$ cat src/rtl/mem_stage_dcache.sv
// mem_stage_dcache: direct-mapped write-through no-write-allocate D-cache for the MIPS memory stage.
// Define DCACHE_STATS_EN to add saturating hit/miss/store counters.
module mem_stage_dcache #(
    parameter int LINES = 16,
    parameter int WORDS = 4
) (
    input  logic        CLK,
    input  logic        reset,
    input  logic        MemReadM,
    input  logic        MemWriteM,
    input  logic [31:0] ALUOutM,
    input  logic [31:0] WriteDataM,
    output logic [31:0] ReadDataM,
    output logic        StallM,
    output logic        mem_req,
    output logic        mem_we,
    output logic [31:0] mem_addr,
    output logic [31:0] mem_wdata,
    input  logic [31:0] mem_rdata,
    input  logic        mem_ready
);
    localparam int OB = $clog2(WORDS);
    localparam int IB = $clog2(LINES);
    localparam int TB = 30 - OB - IB;
    localparam logic [OB-1:0] LAST = OB'(WORDS - 1);

    typedef enum logic [1:0] {IDLE, FILL, WRITE, RESUME} state_t;
    state_t r_state, w_next;

    logic [LINES-1:0] r_valid;
    logic [TB-1:0]    r_tags [LINES];
    logic [31:0]      r_data [LINES*WORDS];
    logic [TB-1:0]    r_tag;
    logic [IB-1:0]    r_idx;
    logic [OB-1:0]    r_off, r_cnt;
    logic [31:0]      r_wdata;

    logic [TB-1:0] w_tag, w_ltag;
    logic [IB-1:0] w_idx, w_lidx;
    logic [OB-1:0] w_off, w_loff;
    logic          w_hit, w_fill_done, w_unused;

    assign w_tag  = ALUOutM[31 -: TB];
    assign w_idx  = ALUOutM[2+OB +: IB];
    assign w_off  = ALUOutM[2 +: OB];
    assign w_unused = ^ALUOutM[1:0];
    // RESUME serves the load from the latched address, ignoring input changes during the stall
    assign w_ltag = r_state == RESUME ? r_tag : w_tag;
    assign w_lidx = r_state == RESUME ? r_idx : w_idx;
    assign w_loff = r_state == RESUME ? r_off : w_off;
    assign w_hit  = r_valid[w_lidx] && r_tags[w_lidx] == w_ltag;
    assign w_fill_done = r_state == FILL && mem_ready && r_cnt == LAST;
    assign ReadDataM = (MemReadM && !MemWriteM && w_hit) ? r_data[{w_lidx, w_loff}] : '0;

    always_ff @(posedge CLK) begin
        if (reset) begin
            r_state <= IDLE;
            r_valid <= '0;
            r_cnt   <= '0;
            r_tag   <= '0;
            r_idx   <= '0;
            r_off   <= '0;
            r_wdata <= '0;
        end else begin
            r_state <= w_next;
            if (r_state == IDLE && (MemReadM || MemWriteM)) begin
                r_tag   <= w_tag;
                r_idx   <= w_idx;
                r_off   <= w_off;
                r_wdata <= WriteDataM;
                r_cnt   <= '0;
            end
            if (r_state == FILL && mem_ready) r_cnt <= r_cnt + 1'b1;
            if (w_fill_done) r_valid[r_idx] <= 1'b1;
        end
    end

    always_ff @(posedge CLK) begin
        if (r_state == IDLE && MemWriteM && w_hit) r_data[{w_idx, w_off}] <= WriteDataM;
        if (r_state == FILL && mem_ready) r_data[{r_idx, r_cnt}] <= mem_rdata;
        if (w_fill_done) r_tags[r_idx] <= r_tag;
    end

    always_comb begin
        w_next    = r_state;
        StallM    = 1'b0;
        mem_req   = 1'b0;
        mem_we    = 1'b0;
        mem_addr  = '0;
        mem_wdata = '0;
        unique case (r_state)
            IDLE: begin
                if (MemWriteM) begin
                    StallM = 1'b1;
                    w_next = WRITE;
                end else if (MemReadM && !w_hit) begin
                    StallM = 1'b1;
                    w_next = FILL;
                end
            end
            FILL: begin
                StallM   = 1'b1;
                mem_req  = 1'b1;
                mem_addr = {r_tag, r_idx, r_cnt, 2'b00};
                if (w_fill_done) w_next = RESUME;
            end
            WRITE: begin
                StallM    = 1'b1;
                mem_req   = 1'b1;
                mem_we    = 1'b1;
                mem_addr  = {r_tag, r_idx, r_off, 2'b00};
                mem_wdata = r_wdata;
                if (mem_ready) w_next = RESUME;
            end
            RESUME: w_next = IDLE;
        endcase
    end

`ifdef DCACHE_STATS_EN
    logic [31:0] hit_count, miss_count, store_count;

    always_ff @(posedge CLK) begin
        if (reset) begin
            hit_count   <= '0;
            miss_count  <= '0;
            store_count <= '0;
        end else if (r_state == IDLE) begin
            if (MemWriteM) begin
                if (store_count != '1) store_count <= store_count + 1;
            end else if (MemReadM) begin
                if (w_hit) begin
                    if (hit_count != '1) hit_count <= hit_count + 1;
                end else if (miss_count != '1) miss_count <= miss_count + 1;
            end
        end
    end
`endif
endmodule

$ cat config.mk
export PLATFORM = sky130hd
export DESIGN_NAME = mem_stage_dcache
export DESIGN_NICKNAME = d
export VERILOG_FILES = /design/src/rtl/mem_stage_dcache.sv
export SDC_FILE = /design/constraint.sdc
export NUM_CORES = 2
export LEC_CHECK = 0
export ABC_AREA = 1
export BUFFER_PORTS_ARGS = -buffer_cell sky130_fd_sc_hd__buf_2
export CAP_MARGIN = 20
export CORE_MARGIN = 1.5
export CORE_UTILIZATION = 45
export CTS_BUF_LIST = sky130_fd_sc_hd__clkbuf_16
export DETAILED_ROUTE_END_ITERATION = 16
export SLEW_MARGIN = 20
export SYNTH_ARGS = -nofsm -noshare
export SYNTH_HDL_FRONTEND = slang
export SYNTH_SLANG_ARGS = --single-unit
$ cat constraint.sdc
create_clock -name CLK -period 6.1 [get_ports CLK]
set_input_delay 0.915 -clock CLK [delete_from_list [all_inputs] [get_ports CLK]]
set_output_delay 0.915 -clock CLK [all_outputs]
set_load 0.1 [all_outputs]
=== After elaboration in Yosys (flattened, before gate mapping) ===
Memories as Yosys holds them, arrays and structs flattened.
Cells that the tools add are included.

* Register bits: 82
* Memory bits (writable): 2432
* Input bits: 101
* Logic and storage cells: 71
* Memories kept: 2
* Output and inout port bits: 99

* Reductions and logical operators: 18
* Bitwise logic cells: 1
* Eq/ne operators: 8
* Add/sub/neg operators: 1
* Magnitude comparators: 3
* Multiplexer cells: 31

{| class="wikitable"
|+ Memory list
! memory !! depth !! bits a word !! rd ports !! clocked after Yosys merged registers in !! wr ports !! line !! RTL
|-
| r_data || 64 || 32 || 1 || 0 || 1 || 32 || <nowiki>logic [31:0] r_data [LINES*WORDS];</nowiki>
|-
| r_tags || 16 || 24 || 1 || 0 || 1 || 31 || <nowiki>logic [TB-1:0] r_tags [LINES];</nowiki>
|}

{| class="wikitable"
|+ Operators with widths
! cell !! number
|-
| $mux 32 || 3
|-
| $pmux 32 s2 || 1
|-
| $reduce_or 32->1 || 1
|-
| $eq 24x24->1 || 1
|-
| $mux 24 || 1
|-
| $or 16x16->16 || 1
|-
| $mux 2 || 7
|-
| $mux 1 || 13
|-
| $logic_and 1x1->1 || 10
|-
| $lt 4x5->1 const B || 2
|-
| $pmux 2 s4 || 1
|-
| $eq 2x2->1 const B || 3
|-
| $mux 6 || 1
|-
| $bmux 1 s4 || 1
|-
| $demux 1 s4 || 1
|-
| $ge 4x1->1 const B || 1
|-
| $mux 4 || 1
|-
| $ne 2x2->1 const B || 2
|-
| $ne 3x2->1 const B || 1
|-
| $reduce_and 3->1 || 1
|-
| $add 2x1->2 const B || 1
|-
| $eq 2x1->1 const B || 1
|-
| $logic_not 1->1 || 2
|-
| $logic_not 2->1 || 1
|-
| other kinds (4) || 4
|}

=== Depth between registers and ports, before layout ===
* Word-level depth: 10
* Mapped depth: 24
* Gate-level depth less buffers: 20

=== Least setup slack after synthesis ===
Ideal clock, no wire load.

* Kind: input port to output port
* From: in ALUOutM[4]
* To: out ReadDataM[30]
* Slack: 0.432 ns
* Stages on the path: 12
* Path buffers: 5
* Data arrival time: 4.753 ns
* Required time: 5.185 ns
* Path through: inv_2 > nand2_1 > nand2_1 > buf_2 > buf_2 > buf_4 > clkbuf_1 > buf_1 > o21ai_0 > o221ai_1 > nand3_1 > a211oi_1

* Longest elaborated chain between the ends: 6
* Elaborated cells on any way between the ends: 9
* Those cells by class: eq/ne (1); mux (4); reduce/logical (2); memory (2)

{| class="wikitable"
|+ RTL lines
! what !! line !! RTL
|-
| start, declared || 11 || <nowiki>input logic [31:0] ALUOutM,</nowiki>
|-
| $mux 4 (*) || 49 || <nowiki>assign w_lidx = r_state == RESUME ? r_idx : w_idx;</nowiki>
|-
| $mem_v2 16x24 / $bmux 1 s4 (equally long branches) || -- ||
|-
| $eq 24x24->1 / $mux 1 (equally long branches) || 51 || <nowiki>assign w_hit = r_valid[w_lidx] && r_tags[w_lidx] == w_ltag;</nowiki>
|-
| $logic_and 1x1->1 || 51 ||
|-
| $logic_and 1x1->1 || 53 || <nowiki>assign ReadDataM = (MemReadM && !MemWriteM && w_hit) ? r_data[{w_lidx, w_loff}] : '0;</nowiki>
|-
| $mux 32 (*) || 53 ||
|-
| end, declared || 13 || <nowiki>output logic [31:0] ReadDataM,</nowiki>
|}

Mark *: on every way between the ends. The rest lies on a longest branch, timed or not. The select of a mux whose other input is x is not followed.

=== Worst setup path after layout ===
* From: reg r_state[1]
* To: out ReadDataM[19]

* Longest elaborated chain between the ends: 7
* Elaborated cells on any way between the ends: 12
* Those cells by class: eq/ne (2); mux (6); reduce/logical (2); memory (2)

{| class="wikitable"
|+ RTL lines
! what !! line !! RTL
|-
| start, declared || 28 || <nowiki>state_t r_state, w_next;</nowiki>
|-
| start signal, assigned || 65 || <nowiki>r_state <= w_next;</nowiki>
|-
| $eq 2x2->1 (*) || 48, 49, 50 ||
|-
| $mux 4 || 49 ||
|-
| $mem_v2 16x24 / $bmux 1 s4 (equally long branches) || -- ||
|-
| $eq 24x24->1 / $mux 1 (equally long branches) || 51 ||
|-
| $logic_and 1x1->1 || 51 ||
|-
| $logic_and 1x1->1 || 53 ||
|-
| $mux 32 (*) || 53 ||
|}

Marks and branches as above.

==> summary.md <==
### Worst hold path
• input pin to flop — class of the most critical hold timing path

### Die
• 173 — FP Rows
• 477 um — height of the die
• 200 — number of ports placed on the die boundary
• 45.4% — starting utilization of the core area
• 228,000 um^2 — die footprint
• 223,000 um^2 — Core Box Area
• 477 um — overall die width

### STA
• 0.170 GHz — maximum clock frequency
• 0 — number of endpoints failing setup at the final stage
• 22.0% — max_slew headroom
• 64.0 ps — clk_skew
• 0 — number of hold violations in the final report
• 96.2% — part of the cycle the worst path needs
• 1160 ps — slew at the pin with the worst max-slew slack
• 5870 ps — Tmin final
• 0 — number of max-slew violations in the final report

### Clock network
• clkbuf_16 — buffer cell driving the clock tree root
• 940 ps — clock network latency to the later pin of the worst-skew pair
• 4 — number of buffers on the longest clock path
• 5 — H-tree lvl count
• 60 ps — clock input transition at the sequential cells of the worst setup and hold paths
• 0 — number of buffers inserted for hold repair after clock tree synthesis
• 275 — clock buffers created by TritonCTS
• 2,514 — # clock sinks
• yes — clock tree from TritonCTS

### Global route
• 63,800 — via count of the first global-routing pass
• 202 — largest net degree at the start of global routing
• 25.4% — Overall Global Routing Usage
• 15 — number of antenna violations at the first check in global routing
• 427,000 um — global-route wire length before repair
• 0 — grt ovf

### Layout
• 8,547 — final net count
• 18,800 — Filler Cell Count
• 15.0% — area added between synthesis and finish
• 11.2% — share of post-route cells with drive strength above 1
• 74,700 um^2 — area occupied by registers
• 24,700 um^2 — area of combinational cells with multiple inputs
• 52.2% — final core utilization

### Drt
• 298,000 um — routed wire length
• 0 — number of remaining DRC errors
• 67,300 — routed vias
• 0 — number of nets with antenna violations after routing
• 6 — number of optimization iterations in the first detailed-route pass
• 5.80 — vias per cell
• 7,980 — drt initial violations
• 25.6 um — Routed wire per std cell

### Placement
• 161,000 um — placed wire-length estimate after detailed placement
• 0.836 — placer congestion estimate
• 195 — Port Buffer Count

### Critical path
• 5180 ps — required time at the endpoint of the critical path
• 4950 ps — data arrival time of the critical path
• output pin — nature of the critical path endpoint
• flop to output pin — crit path kind
• 51 — largest fanout of any net on the critical path
• flop — critical path launch point type

### Logic synthesis
• 33 — count of distinct cell types in the synthesized netlist
• 2,514 — flip-flop and latch count after synthesis
• 12.2 um^2 — mean cell area of the mapped netlist
• 0 — count of warnings emitted by yosys
• 101,000 um^2 — Post-Synthesis Cell Area
• 73.7% — sequential share of the synthesized area
• 0% — Async SR Flop Fraction
• 2,432 — number of flops mapped to enable cells by yosys
• edfxtp_1 — top flip-flop cell by instance count after synthesis
• 8,269 — Post-Syn Instances

### Status
• finished, final reports clean — result of the run

### Pwr
• 0.283 mV — peak supply drop
• 0.0434 W — Final Total Pwr
• 372 nW/um^2 — P per Cell Area
• 40.4 nW — P_leak

### Job
• 0 — number of maximum-capacitance violations

Yosys cell counts, types with 2 or more instances:
| cell | count | area (um^2) |
|---|---|---|
| a21oi_1 | 288 | 1440 |
| o22ai_1 | 16 | 100 |
| o211ai_1 | 252 | 1890 |
| o21ai_0 | 135 | 676 |
| edfxtp_1 | 2432 | 73000 |
| nand3_1 | 1340 | 6710 |
| inv_1 | 122 | 458 |
| buf_1 | 51 | 191 |
| dfxtp_1 | 82 | 1640 |
| buf_2 | 50 | 250 |
| a32o_1 | 248 | 2480 |
| o21ai_1 | 2 | 10.0 |
| nand2_1 | 2412 | 9050 |
| nor3_1 | 31 | 155 |
| buf_4 | 6 | 45.0 |
| clkbuf_1 | 469 | 1760 |
| nor2_1 | 296 | 1110 |
| o21ai_2 | 2 | 17.5 |
| ha_1 | 5 | 62.6 |
| nand4_1 | 6 | 37.5 |
| o221ai_1 | 4 | 35.0 |
| inv_2 | 7 | 26.3 |
| clkinv_1 | 3 | 11.3 |
stage by stage:
step	setup slack [ps]	cell area, um^2	setup TNS, ps	hold slack [ps]	cells
after global routing	-0.361	116000	-0.361	265	11600
after floorplan	432	101000	0	435	8270
after CTS	138	116000	0	230	11600
after detailed placement	541	108000	0	455	11100
after global placement	590	108000	0	444	11100
final	234	116000	0	293	11600
state kept, by name (all words and copies together) (netlist names):
name     count
r_data    2048
r_wdata     32
r_cnt        2
r_idx        4
r_tag       24
r_valid     16
r_state      2
r_tags     384
r_off        2
worst paths after layout:
path              slack (ps)                  endpoint  cells after the start                startpoint
hold reg to reg          460  r_valid[12]$_SDFFE_PP0P_                      2  r_valid[12]$_SDFFE_PP0P_
setup / recovery         230             ReadDataM[19]                     10   r_state[1]$_SDFFE_PP0P_
setup reg to reg        1130   r_data[62][5]$_DFFE_PP_                     18   r_state[1]$_SDFFE_PP0P_
hold / removal           290  r_wdata[20]$_SDFFE_PP0P_                      3            WriteDataM[20]
cells by family (layout without fill, tap and decap cells):
logic type | after synthesis | after routing | synth area share [%]
compound gates | 951 | 951 | 6.60
simple gates | 4090 | 4093 | 16.9
buf+inv | 708 | 1071 | 2.71
fa+ha+maj | 5 | 5 | 0.0618
other cells | 1 | 7 | 0.00370
flops | 2514 | 2514 | 73.7
what timing repair did:
action                     CTS  global route
pin swaps                    0             3
setup endpoints to repair   32            32
gates cloned                 0             3
setup buffers                0             1
gates resized for setup      4            11
layout by cell type, fill, tap and decap left out, types with 63 or more instances in the layout:
master     count
nor2_4        81
a21oi_1      288
buf_12       117
a32o_1       248
edfxtp_1    2432
o21ai_0      135
buf_2        163
o211ai_1     252
buf_4        176
clkinv_1      63
nand2_1     2374
clkbuf_16    281
nor2_1       214
nand3_1     1339
dfxtp_1       82
inv_1        175
critical path, cell delays in order, from the launching register on:
cell     delay (ps)
dfxtp_1         440
ha_4            290
o21ai_4         120
inv_6           440
buf_4           710
buf_4           630
nand3_1         250
nand3_1         410
nand2_1         190
nor2_1          230
buf_12          210
metal layers:
metal	routed length [um]	track usage, %	share of wire [%]	vias to the layer above
li1	-	-	-	30400
met1	124000	35.1	42	33600
met2	139000	40.4	47	2802
met3	21300	3.58	7.2	524
met4	13000	10.8	4.4	6
met5	41	0	0.014	-
power by group:
group / internal, W / leakage, nW / switching (W)
combinational: 0.00185 / 13.6 / 0.00596
clock: 0.00870 / 4.21 / 0.00656
sequential: 0.0200 / 22.6 / 0.000306
total: 0.0305 / 40.4 / 0.0128
area by class of cell:
type,count,share of cell area [%]
Clock inverter,191,0.945
Sequential cell,2514,64.1
Clock buffer,281,6.04
Antenna cell,5,0.0107
Multi-Input combinational cell,5051,21.2
Tap cell,2975,3.20
Timing Repair Buffer,467,4.04
Inverter,132,0.457
Note: power is estimated with default switching activity, not from simulation.
